===== config.mk =====
export PLATFORM = sky130hd
export DESIGN_NAME = id_ex_stage
export DESIGN_NICKNAME = d
export VERILOG_FILES = /design/src/rtl/id_ex_stage.sv
export SDC_FILE = /design/constraint.sdc
export NUM_CORES = 1
export LEC_CHECK = 0
export CAP_MARGIN = 10
export CORE_MARGIN = 4
export CORE_UTILIZATION = 40
export DETAILED_ROUTE_END_ITERATION = 12
export GPL_ROUTABILITY_DRIVEN = 0
export GPL_TIMING_DRIVEN = 0
export PLACE_DENSITY = 0.86
export RECOVER_POWER = 50
export SYNTH_ARGS = -nofsm -noshare
export SYNTH_HDL_FRONTEND = slang
export SYNTH_SLANG_ARGS = --single-unit

===== constraint.sdc =====
create_clock -name clk -period 2.95 [get_ports clk]
set_clock_uncertainty 0.2 [all_clocks]
set_input_delay 0.59 -clock clk [delete_from_list [all_inputs] [get_ports clk]]
set_output_delay 0.59 -clock clk [all_outputs]
set_load 0.01 [all_outputs]

===== src/rtl/id_ex_stage.sv =====
// ID/EX pipeline register with load-use hazard detection, bubble insertion
// and a saturating count of bubbles that squashed a real instruction.
module id_ex_stage #(
    parameter int CNT_W = 16
) (
    input  logic             clk,
    input  logic             reset_n,
    input  logic             id_valid,
    input  logic [9:0]       id_ctrl,
    input  logic [4:0]       id_rs,
    input  logic [4:0]       id_rt,
    input  logic [4:0]       id_rd,
    input  logic             id_uses_rt,
    input  logic [31:0]      id_rs_data,
    input  logic [31:0]      id_rt_data,
    input  logic [31:0]      id_imm,
    input  logic [31:0]      id_pcplus4,
    input  logic             flush,
    input  logic             ex_hold,
    output logic             ex_valid,
    output logic [9:0]       ex_ctrl,
    output logic [4:0]       ex_rs,
    output logic [4:0]       ex_rt,
    output logic [4:0]       ex_rd,
    output logic [31:0]      ex_rs_data,
    output logic [31:0]      ex_rt_data,
    output logic [31:0]      ex_imm,
    output logic [31:0]      ex_pcplus4,
    output logic             stall,
    output logic [CNT_W-1:0] bubble_count
);

    // id_ctrl = {reg_write, mem_read, mem_write, mem_to_reg, alu_src, reg_dst, alu_op[3:0]}
    localparam int MEM_READ_BIT = 8;

    logic             ex_valid_q, ex_valid_d;
    logic [9:0]       ex_ctrl_q, ex_ctrl_d;
    logic [4:0]       ex_rs_q, ex_rs_d;
    logic [4:0]       ex_rt_q, ex_rt_d;
    logic [4:0]       ex_rd_q, ex_rd_d;
    logic [31:0]      ex_rs_data_q, ex_rs_data_d;
    logic [31:0]      ex_rt_data_q, ex_rt_data_d;
    logic [31:0]      ex_imm_q, ex_imm_d;
    logic [31:0]      ex_pcplus4_q, ex_pcplus4_d;
    logic [CNT_W-1:0] bubble_count_q, bubble_count_d;

    logic load_use;
    logic bubble;

    // Stall semantics: stall=1 means upstream must hold PC and IF/ID this cycle;
    // the ID instruction is consumed only on an edge where stall and flush are both 0.
    always_comb begin
        load_use = ex_valid_q & ex_ctrl_q[MEM_READ_BIT] & (ex_rt_q != 5'd0) & id_valid &
                   ((ex_rt_q == id_rs) | (id_uses_rt & (ex_rt_q == id_rt)));
        bubble   = ~ex_hold & (flush | load_use);
    end

    assign stall = ex_hold | load_use;

    always_comb begin
        ex_valid_d     = ex_valid_q;
        ex_ctrl_d      = ex_ctrl_q;
        ex_rs_d        = ex_rs_q;
        ex_rt_d        = ex_rt_q;
        ex_rd_d        = ex_rd_q;
        ex_rs_data_d   = ex_rs_data_q;
        ex_rt_data_d   = ex_rt_data_q;
        ex_imm_d       = ex_imm_q;
        ex_pcplus4_d   = ex_pcplus4_q;
        bubble_count_d = bubble_count_q;
        if (!ex_hold) begin
            // Data fields are don't-care under a bubble, so they always follow ID.
            ex_rs_d      = id_rs;
            ex_rt_d      = id_rt;
            ex_rd_d      = id_rd;
            ex_rs_data_d = id_rs_data;
            ex_rt_data_d = id_rt_data;
            ex_imm_d     = id_imm;
            ex_pcplus4_d = id_pcplus4;
            if (bubble) begin
                ex_valid_d = 1'b0;
                ex_ctrl_d  = 10'd0;
                if (id_valid && !(&bubble_count_q)) begin
                    bubble_count_d = bubble_count_q + CNT_W'(1);
                end
            end else begin
                ex_valid_d = id_valid;
                ex_ctrl_d  = id_valid ? id_ctrl : 10'd0;
            end
        end
    end

    always_ff @(posedge clk or negedge reset_n) begin
        if (!reset_n) begin
            ex_valid_q     <= 1'b0;
            ex_ctrl_q      <= 10'd0;
            ex_rs_q        <= 5'd0;
            ex_rt_q        <= 5'd0;
            ex_rd_q        <= 5'd0;
            ex_rs_data_q   <= 32'd0;
            ex_rt_data_q   <= 32'd0;
            ex_imm_q       <= 32'd0;
            ex_pcplus4_q   <= 32'd0;
            bubble_count_q <= '0;
        end else begin
            ex_valid_q     <= ex_valid_d;
            ex_ctrl_q      <= ex_ctrl_d;
            ex_rs_q        <= ex_rs_d;
            ex_rt_q        <= ex_rt_d;
            ex_rd_q        <= ex_rd_d;
            ex_rs_data_q   <= ex_rs_data_d;
            ex_rt_data_q   <= ex_rt_data_d;
            ex_imm_q       <= ex_imm_d;
            ex_pcplus4_q   <= ex_pcplus4_d;
            bubble_count_q <= bubble_count_d;
        end
    end

    assign ex_valid     = ex_valid_q;
    assign ex_ctrl      = ex_ctrl_q;
    assign ex_rs        = ex_rs_q;
    assign ex_rt        = ex_rt_q;
    assign ex_rd        = ex_rd_q;
    assign ex_rs_data   = ex_rs_data_q;
    assign ex_rt_data   = ex_rt_data_q;
    assign ex_imm       = ex_imm_q;
    assign ex_pcplus4   = ex_pcplus4_q;
    assign bubble_count = bubble_count_q;

endmodule


==> flow_metrics.env, run 1 <==
export IMPL_wl_per_cell_microns=19.1
export IMPL_ys_seq_area_frac=0.650
export IMPL_power_leakage_nw=4.59
export IMPL_io_pins=330
export IMPL_first_global_vias=5420
export IMPL_seq_area_sq_um=4260
export IMPL_avgSynthCellArea_sq_um=16.0
export IMPL_cp_num_buf_inv=2
export IMPL_hold_viol_final=0
export IMPL_via_per_inst=4.84
export IMPL_grt_pass1_wl_microns=28900
export IMPL_status="finished clean"
export IMPL_grt_start_max_net_pins=92
export IMPL_ir_worst_vdd_uv=355
export IMPL_relSlewSlack=0.273
export IMPL_max_freq_ghz=0.345
export IMPL_synth_edff_count=0
export IMPL_multi_input_area_sq_um=2220
export IMPL_drt_initial_drc_count=140
export IMPL_hold_class="in2reg"
export IMPL_antenna_found_initial=0
export IMPL_layout_common_cells="241 x clkdlybuf4s50_1, 169 x dfrtp_1, 144 x mux2_2"
export IMPL_synth_cell_types=28
export IMPL_critPathArrivalTime_ns=2.11
export IMPL_synth_area_sq_um=6550
export IMPL_cts_buffers=17
export IMPL_path_cells="clkdlybuf4s50_1 -> xor2_1 -> nor4_2 -> a22oi_1 -> nor2_1 -> a21o_1 -> clkdlybuf4s15_2"
export IMPL_h_tree_depth=4
export IMPL_async_reset_ff_frac=1.00
export IMPL_setup_violations=0
export IMPL_grt_usage=0.201
export IMPL_final_area_sq_um=10800
export IMPL_place_ws_ns=-0.471
export IMPL_cts_sinks=170
export IMPL_dpl_hpwl_microns=14400
export IMPL_fin_crit_sh=0.983
export IMPL_core_area_sq_um=15900
export IMPL_syn_inst=410
export IMPL_maxSlewViolCount=0
export IMPL_dpl_cell_count=956
export IMPL_syn_nets=570
export IMPL_vias=4799
export IMPL_synth_area_leaders="dfrtp_1 65%, mux2_2 25%, xnor2_1 1.7%"
export IMPL_powerDensity_nw_per_um2=579
export IMPL_clockRootBuffer="clkbuf_16"
export IMPL_ys_ff_latch=170
export IMPL_tightest_slew_ns=1.09
export IMPL_n_fill_cell=1115
export IMPL_final_setup_worst_slack_ns=0.0507
export IMPL_clk_pin_slew_ns=0.06
export IMPL_drt_wl_total_microns=18900
export IMPL_die_area_sq_um=18500
export IMPL_clk_latency_ns=0.41
export IMPL_synth_ff_type="dfrtp_1"
export IMPL_areaGrowthSynthToFinish_pct=65.3
export IMPL_dpl_instance_area_sq_um=10100
export IMPL_layout_cells_non_filler=991
export IMPL_drt_drc_violations_left=0
export IMPL_layout_cells_most_common="clkdlybuf4s50_1"
export IMPL_crit_family="buffers and inverters"
export IMPL_core_rowCount=46
export IMPL_drv_cap=0
export IMPL_layout_nets=923
export IMPL_synth_top_area_frac=0.650
export IMPL_cts_tree="done"
export IMPL_drive_gt1_frac=0.254
export IMPL_grt_overflow=0
export IMPL_die_w_microns=136
export IMPL_crit_type="in2out"
export IMPL_initial_core_util=0.411
export IMPL_cp_slowest_stage_delay_ns=0.44
export IMPL_cp_max_fo=2
export IMPL_io_buffers=329
export IMPL_fp_dieH_microns=136
export IMPL_crit_required_ns=2.16
export IMPL_fin_crit_ns=2.90
export IMPL_crit_path_top_delay_cell="clkdlybuf4s50_1"
export IMPL_startpoint_type="input pin"
export IMPL_ant_nets=0
export IMPL_synth_area_leader_cell="dfrtp_1"
export IMPL_n_antenna_cell=0
export IMPL_ys_warn_count=0
export IMPL_cp_end_kind="output port"
export IMPL_fin_tns_setup_ns=0
export IMPL_drt_first_pass_iters=4
export IMPL_cts_max_path_buffers=2
## through the flow
stage               hold WS (ns)  total power [mW]  utilization
finish                     0.281              6.27        0.679
CTS                        0.294              6.38        0.678
global placement           0.279              3.95        0.634
global route               0.292              6.51        0.679
detailed placement         0.274              4.00        0.636
floorplan                 0.0944              3.14            -
## cells in the mapped netlist (2+ instances only)
cell type and number:
nand4_1 7, a21o_1 2, and4_2 3, and3_2 2, mux2_2 144, nor2_1 2
xor2_1 12, a22o_1 10, buf_6 2, nand2_1 5, xnor2_1 13, clkbuf_1 17
dfrtp_1 170, nor3_1 2, and3_1 6
## state kept, by name, summed over array words and instances, names as in the netlist
signal and cells:
bubble_count 16, ex_ctrl 10, ex_imm 32, ex_rt 5, ex_pcplus4 32, ex_rd 5, ex_rt_data 32, ex_valid 1
ex_rs 5, ex_rs_data 32
## cells by family (layout without fill, tap and decap cells)
group                      count (synthesis)  in the layout  share of synthesized area
xor gates and xnor gates                  25             25                     0.0334
DFF                                      170            170                      0.650
buffers and inverters                     21            386                     0.0145
muxes                                    144            144                      0.248
adders and majority gates                  1              1                    0.00191
and+or+nand+nor                           33             33                     0.0319
AOI/OAI and AO/OA                         16             16                     0.0210
## routing by layer
metal / global-route usage / wire [microns]
met3: 0.0799 / 1800
met5: 0 / 0
met4: 0.0677 / 399
met1: 0.212 / 6540
met2: 0.365 / 10100
## final cells by class
cell class / instances / area share
sequential: 170 / 0.393
clock inverter: 11 / 0.0157
clock buffer: 20 / 0.0422
buffer: 19 / 0.00821
timing repair buffer: 335 / 0.310
tap: 216 / 0.0250
multi-input combinational: 219 / 0.205
inverter: 1 / 0.000347
## worst paths after layout
check                                  end  cells past startpoint       startpoint  slack [ns]
max                                  stall                      7         id_rt[4]        0.05
min                               ex_rs[4]                      2         id_rs[4]        0.28
max reg2reg                     ex_ctrl[2]                      8         ex_rt[3]        0.43
min reg2reg                bubble_count[8]                      1  bubble_count[8]        0.30
max in group asynchronous    ex_rs_data[5]                      3          reset_n        0.44
min in group asynchronous   ex_pcplus4[16]                      2          reset_n        0.71
## what timing repair did
item | CTS | global route
pin swaps | 2 | 5
hold endpoints to repair | 79 | 0
cloned | 0 | 0
hold buffers | 1 | 0
buffers inserted | 3 | 1
endpoints found under the setup margin | 1 | 1
gates resized for setup | 6 | 8
## power breakdown
part           total, mW  internal (mW)  switching [mW]
Clock               2.36           1.46           0.902
Combinational       1.20          0.748           0.453
Sequential          2.71           2.56           0.145
Note: power is estimated with default switching activity, not from simulation.
==> inputs of run 2 (changes only) <==
--- a/config.mk
+++ b/config.mk
@@ -7,12 +7,13 @@
 export LEC_CHECK = 0
 export CAP_MARGIN = 10
 export CORE_MARGIN = 4
-export CORE_UTILIZATION = 40
+export CORE_UTILIZATION = 43
 export DETAILED_ROUTE_END_ITERATION = 12
 export GPL_ROUTABILITY_DRIVEN = 0
 export GPL_TIMING_DRIVEN = 0
-export PLACE_DENSITY = 0.86
+export PLACE_DENSITY = 0.91
 export RECOVER_POWER = 50
+export SKIP_LAST_GASP = 1
 export SYNTH_ARGS = -nofsm -noshare
 export SYNTH_HDL_FRONTEND = slang
 export SYNTH_SLANG_ARGS = --single-unit
==> constraint.sdc (replaced) <==
create_clock -name clk -period 3.5 [get_ports clk]
set_clock_uncertainty 0.2 [all_clocks]
set_input_delay 0.7 -clock clk [delete_from_list [all_inputs] [get_ports clk]]
set_output_delay 0.7 -clock clk [all_outputs]
set_load 0.01 [all_outputs]
==> flow_metrics.env, run 2 (same netlist as run 1, synthesis figures left out) <==
export IMPL_fp_dieH_microns=131
export IMPL_crit_required_ns=2.60
export IMPL_crit_path_top_delay_cell="clkdlybuf4s50_1"
export IMPL_drt_wl_total_microns=19500
export IMPL_grt_pass1_wl_microns=31000
export IMPL_layout_common_cells="247 x clkdlybuf4s50_1, 170 x dfrtp_1, 144 x mux2_2"
export IMPL_dpl_hpwl_microns=15000
export IMPL_drt_drc_violations_left=0
export IMPL_areaGrowthSynthToFinish_pct=63.7
export IMPL_maxSlewViolCount=80
export IMPL_drive_gt1_frac=0.241
export IMPL_cts_tree="done"
export IMPL_vias=4821
export IMPL_via_per_inst=5.04
export IMPL_max_freq_ghz=0.307
export IMPL_ir_worst_vdd_uv=295
export IMPL_setup_violations=0
export IMPL_layout_nets=919
export IMPL_hold_ws_ns=0.295
export IMPL_tightest_slew_ns=2.00
export IMPL_crit_family="buffers and inverters"
export IMPL_fin_tns_setup_ns=0
export IMPL_core_area_sq_um=14700
export IMPL_ant_nets=0
export IMPL_layout_cells_most_common="clkdlybuf4s50_1"
export IMPL_crit_type="in2out"
export IMPL_io_buffers=329
export IMPL_wl_per_cell_microns=20.4
export IMPL_rsz0062_at_grt="false"
export IMPL_clk_latency_ns=0.42
export IMPL_powerDensity_nw_per_um2=490
export IMPL_cp_num_buf_inv=2
export IMPL_path_cells="clkdlybuf4s50_1 -> xor2_1 -> nor4_2 -> a22oi_1 -> nor2_1 -> a21o_1 -> dlygate4sd2_1"
export IMPL_cts_max_path_buffers=2
export IMPL_hold_viol_final=0
export IMPL_startpoint_type="input pin"
export IMPL_final_setup_worst_slack_ns=0.239
export IMPL_drt_first_pass_iters=4
export IMPL_drt_initial_drc_count=173
export IMPL_fin_crit_ns=3.26
export IMPL_final_area_sq_um=10700
export IMPL_dpl_instance_area_sq_um=10100
export IMPL_holdBufCountCts=0
export IMPL_relSlewSlack=-0.332
export IMPL_drv_cap=1
export IMPL_h_tree_depth=4
export IMPL_io_pins=330
export IMPL_cp_end_kind="output port"
export IMPL_core_rowCount=44
export IMPL_cts_buffers=17
export IMPL_grt_usage=0.229
export IMPL_critPathArrivalTime_ns=2.36
export IMPL_antenna_found_initial=1
export IMPL_first_global_vias=5480
export IMPL_cp_max_fo=2
export IMPL_power_leakage_nw=4.51
export IMPL_die_w_microns=131
export IMPL_hold_class="reg2reg"
export IMPL_clk_pin_slew_ns=0.06
export IMPL_dpl_cell_count=924
export IMPL_p_total_mw=5.25
export IMPL_grt_overflow=0
export IMPL_place_ws_ns=-0.195
export IMPL_layout_cells_non_filler=956
export IMPL_violations="max-capacitance violations, max-slew violations"
export IMPL_cts_sinks=170
export IMPL_post_route_util=0.729
export IMPL_grt_start_max_net_pins=92
export IMPL_fin_crit_sh=0.932
export IMPL_die_area_sq_um=17300
export IMPL_r2r_slack_ns=1.16
export IMPL_initial_core_util=0.446
export IMPL_status="finished with violations"
export IMPL_clockRootBuffer="clkbuf_16"
export IMPL_cp_slowest_stage_delay_ns=0.44
-- run 2: area by class of cell --
cell class	instances	area, sq um
diodes	1	2.50
well taps	184	230
fillers	886	3980
plain buffers	19	88.8
multi-input cells	219	2210
inverters	1	3.75
clock buffers	23	468
clock inverters	8	143
flip-flops and latches	170	4250
repair buffers	331	3320
-- run 2: metal layers --
layer | share of wire | global-route usage | vias to the layer above
li1 | - | - | 2156
met1 | 0.35 | 0.245 | 2413
met2 | 0.54 | 0.413 | 214
met3 | 0.077 | 0.0768 | 38
met4 | 0.030 | 0.0998 | 0
met5 | 0 | 0 | -
-- run 2: path summary, 6_finish.rpt --
check                      depth (start not counted)                to            start
min in group asynchronous                          1     ex_pcplus4[0]          reset_n
hold reg to reg                                    1   bubble_count[8]  bubble_count[8]
max in group asynchronous                          2        ex_imm[16]          reset_n
setup reg to reg                                   8  bubble_count[12]  bubble_count[0]
hold / removal                                     1   bubble_count[8]  bubble_count[8]
setup / recovery                                   7             stall         id_rt[0]
-- run 2: report_power, final --
part | internal, mW | switching [mW]
sequential | 2.16 | 0.128
clock | 1.23 | 0.723
combinational | 0.630 | 0.385
-- run 2: timing repair --
action / 4_1_cts / 5_1_grt
resized for setup: 3 / 0
buffers inserted: 1 / 0
setup endpoints to repair: 1 / 0
==> inputs of run 3 (changes only) <==
--- a/config.mk
+++ b/config.mk
@@ -6,7 +6,7 @@
 export NUM_CORES = 1
 export LEC_CHECK = 0
 export CAP_MARGIN = 10
-export CORE_MARGIN = 4
+export CORE_MARGIN = 2
 export CORE_UTILIZATION = 43
 export DETAILED_ROUTE_END_ITERATION = 12
 export GPL_ROUTABILITY_DRIVEN = 0
==> flow_metrics.env, run 3 (same netlist as run 1, synthesis figures left out) <==
export IMPL_status="finished with violations"
export IMPL_violations="max-capacitance violations, max-slew violations"
export IMPL_drive_gt1_frac=0.242
export IMPL_layout_cells_most_common="clkdlybuf4s50_1"
export IMPL_grt_overflow=0
export IMPL_startpoint_type="input pin"
export IMPL_cp_max_fo=2
export IMPL_final_area_sq_um=10700
export IMPL_vias=4804
export IMPL_layout_common_cells="245 x clkdlybuf4s50_1, 170 x dfrtp_1, 144 x mux2_2"
export IMPL_rsz0062_at_grt="false"
export IMPL_wl_per_cell_microns=19.0
export IMPL_fp_dieH_microns=127
export IMPL_hold_ws_ns=0.296
export IMPL_crit_type="in2out"
export IMPL_max_freq_ghz=0.320
export IMPL_grt_pass1_wl_microns=27800
export IMPL_ant_nets=0
export IMPL_first_global_vias=5323
export IMPL_antenna_found_initial=0
export IMPL_io_pins=330
export IMPL_fin_crit_sh=0.893
export IMPL_seq_area_sq_um=4250
export IMPL_cts_buffers=17
export IMPL_power_leakage_nw=4.50
export IMPL_fin_crit_ns=3.13
export IMPL_clockRootBuffer="clkbuf_16"
export IMPL_drt_wl_total_microns=18200
export IMPL_grt_usage=0.226
export IMPL_post_route_util=0.711
export IMPL_dpl_cell_count=928
export IMPL_relSlewSlack=-0.452
export IMPL_drt_initial_drc_count=201
export IMPL_ir_worst_vdd_uv=291
export IMPL_cp_end_kind="output port"
export IMPL_layout_nets=918
export IMPL_crit_required_ns=2.60
export IMPL_powerDensity_nw_per_um2=480
export IMPL_n_antenna_cell=0
export IMPL_areaGrowthSynthToFinish_pct=63.3
export IMPL_post_cts_buffers=0
export IMPL_setup_violations=0
export IMPL_via_per_inst=5.01
export IMPL_drt_first_pass_iters=4
export IMPL_die_w_microns=127
export IMPL_cts_tree="done"
export IMPL_core_area_sq_um=15000
export IMPL_layout_cells_non_filler=958
export IMPL_cts_sinks=170
export IMPL_tightest_slew_ns=2.18
export IMPL_dpl_instance_area_sq_um=10100
export IMPL_multi_input_area_sq_um=2210
export IMPL_drt_drc_violations_left=0
export IMPL_core_rowCount=45
export IMPL_clk_pin_slew_ns=0.06
export IMPL_maxSlewViolCount=86
export IMPL_drv_cap=1
export IMPL_h_tree_depth=4
export IMPL_p_total_mw=5.14
export IMPL_critPathArrivalTime_ns=2.23
export IMPL_hold_viol_final=0
export IMPL_dpl_hpwl_microns=13800
export IMPL_hold_class="reg2reg"
export IMPL_initial_core_util=0.436
export IMPL_clk_latency_ns=0.42
export IMPL_io_buffers=329
export IMPL_die_area_sq_um=16200
export IMPL_n_fill_cell=963
export IMPL_cts_max_path_buffers=2
export IMPL_holdBufCountCts=0
export IMPL_grt_start_max_net_pins=87
==> run 3: power breakdown <==
part / switching [mW] / internal, mW
registers: 0.124 / 2.16
clock network: 0.724 / 1.12
logic: 0.376 / 0.629
total: 1.22 / 3.91
==> run 3: worst paths after layout <==
path	slack, ns	endpoint	from	cells past startpoint
min in group asynchronous	0.68	bubble_count[9]	reset_n	1
hold reg to reg	0.30	ex_imm[28]	ex_imm[28]	1
setup reg to reg	1.17	ex_ctrl[2]	ex_rt[1]	6
setup / recovery	0.37	stall	id_rt[4]	7
max in group asynchronous	1.10	ex_pcplus4[17]	reset_n	1
hold / removal	0.30	ex_imm[28]	ex_imm[28]	1
==> run 3: final cells by class <==
| cell class | instances | area share |
|---|---|---|
| Timing Repair Buffer | 330 | 0.310 |
| Inverter | 1 | 0.000351 |
| Sequential cell | 170 | 0.398 |
| Clock inverter | 6 | 0.00819 |
| Clock buffer | 25 | 0.0463 |
| Multi-Input combinational cell | 219 | 0.207 |
| Buffer | 19 | 0.00831 |
| Tap cell | 188 | 0.0220 |
==> run 3: what timing repair did <==
action,4_1_cts,5_1_grt
hold endpoints to repair,0,0
setup endpoints to repair,1,1
pin swaps,1,2
resized for setup,5,1
==> run 3: per-stage QoR <==
step	setup TNS, ns	worst slack, ns
finish	0	0.375
detailed placement	-0.169	-0.169
CTS	0	0.00242
global placement	-828.85	-4.89
global route	0	0.228
floorplan	0	1.04
==> run 3: metal layers <==
| layer | GRT usage | vias to the layer above | wire length [microns] |
|---|---|---|---|
| met1 | 0.239 | 2355 | 6670 |
| met5 | 0 | - | 0 |
| met3 | 0.0787 | 55 | 1490 |
| met4 | 0.123 | 0 | 772 |
| li1 | - | 2156 | - |
| met2 | 0.393 | 238 | 9280 |
==> run 3: worst max-delay path, stage by stage <==
cell and delay, ns:
clkdlybuf4s50_1 0.44, xor2_1 0.16, nor4_2 0.31, a22oi_1 0.11, nor2_1 0.18, a21o_1 0.14, dlymetal6s2s_1 0.17
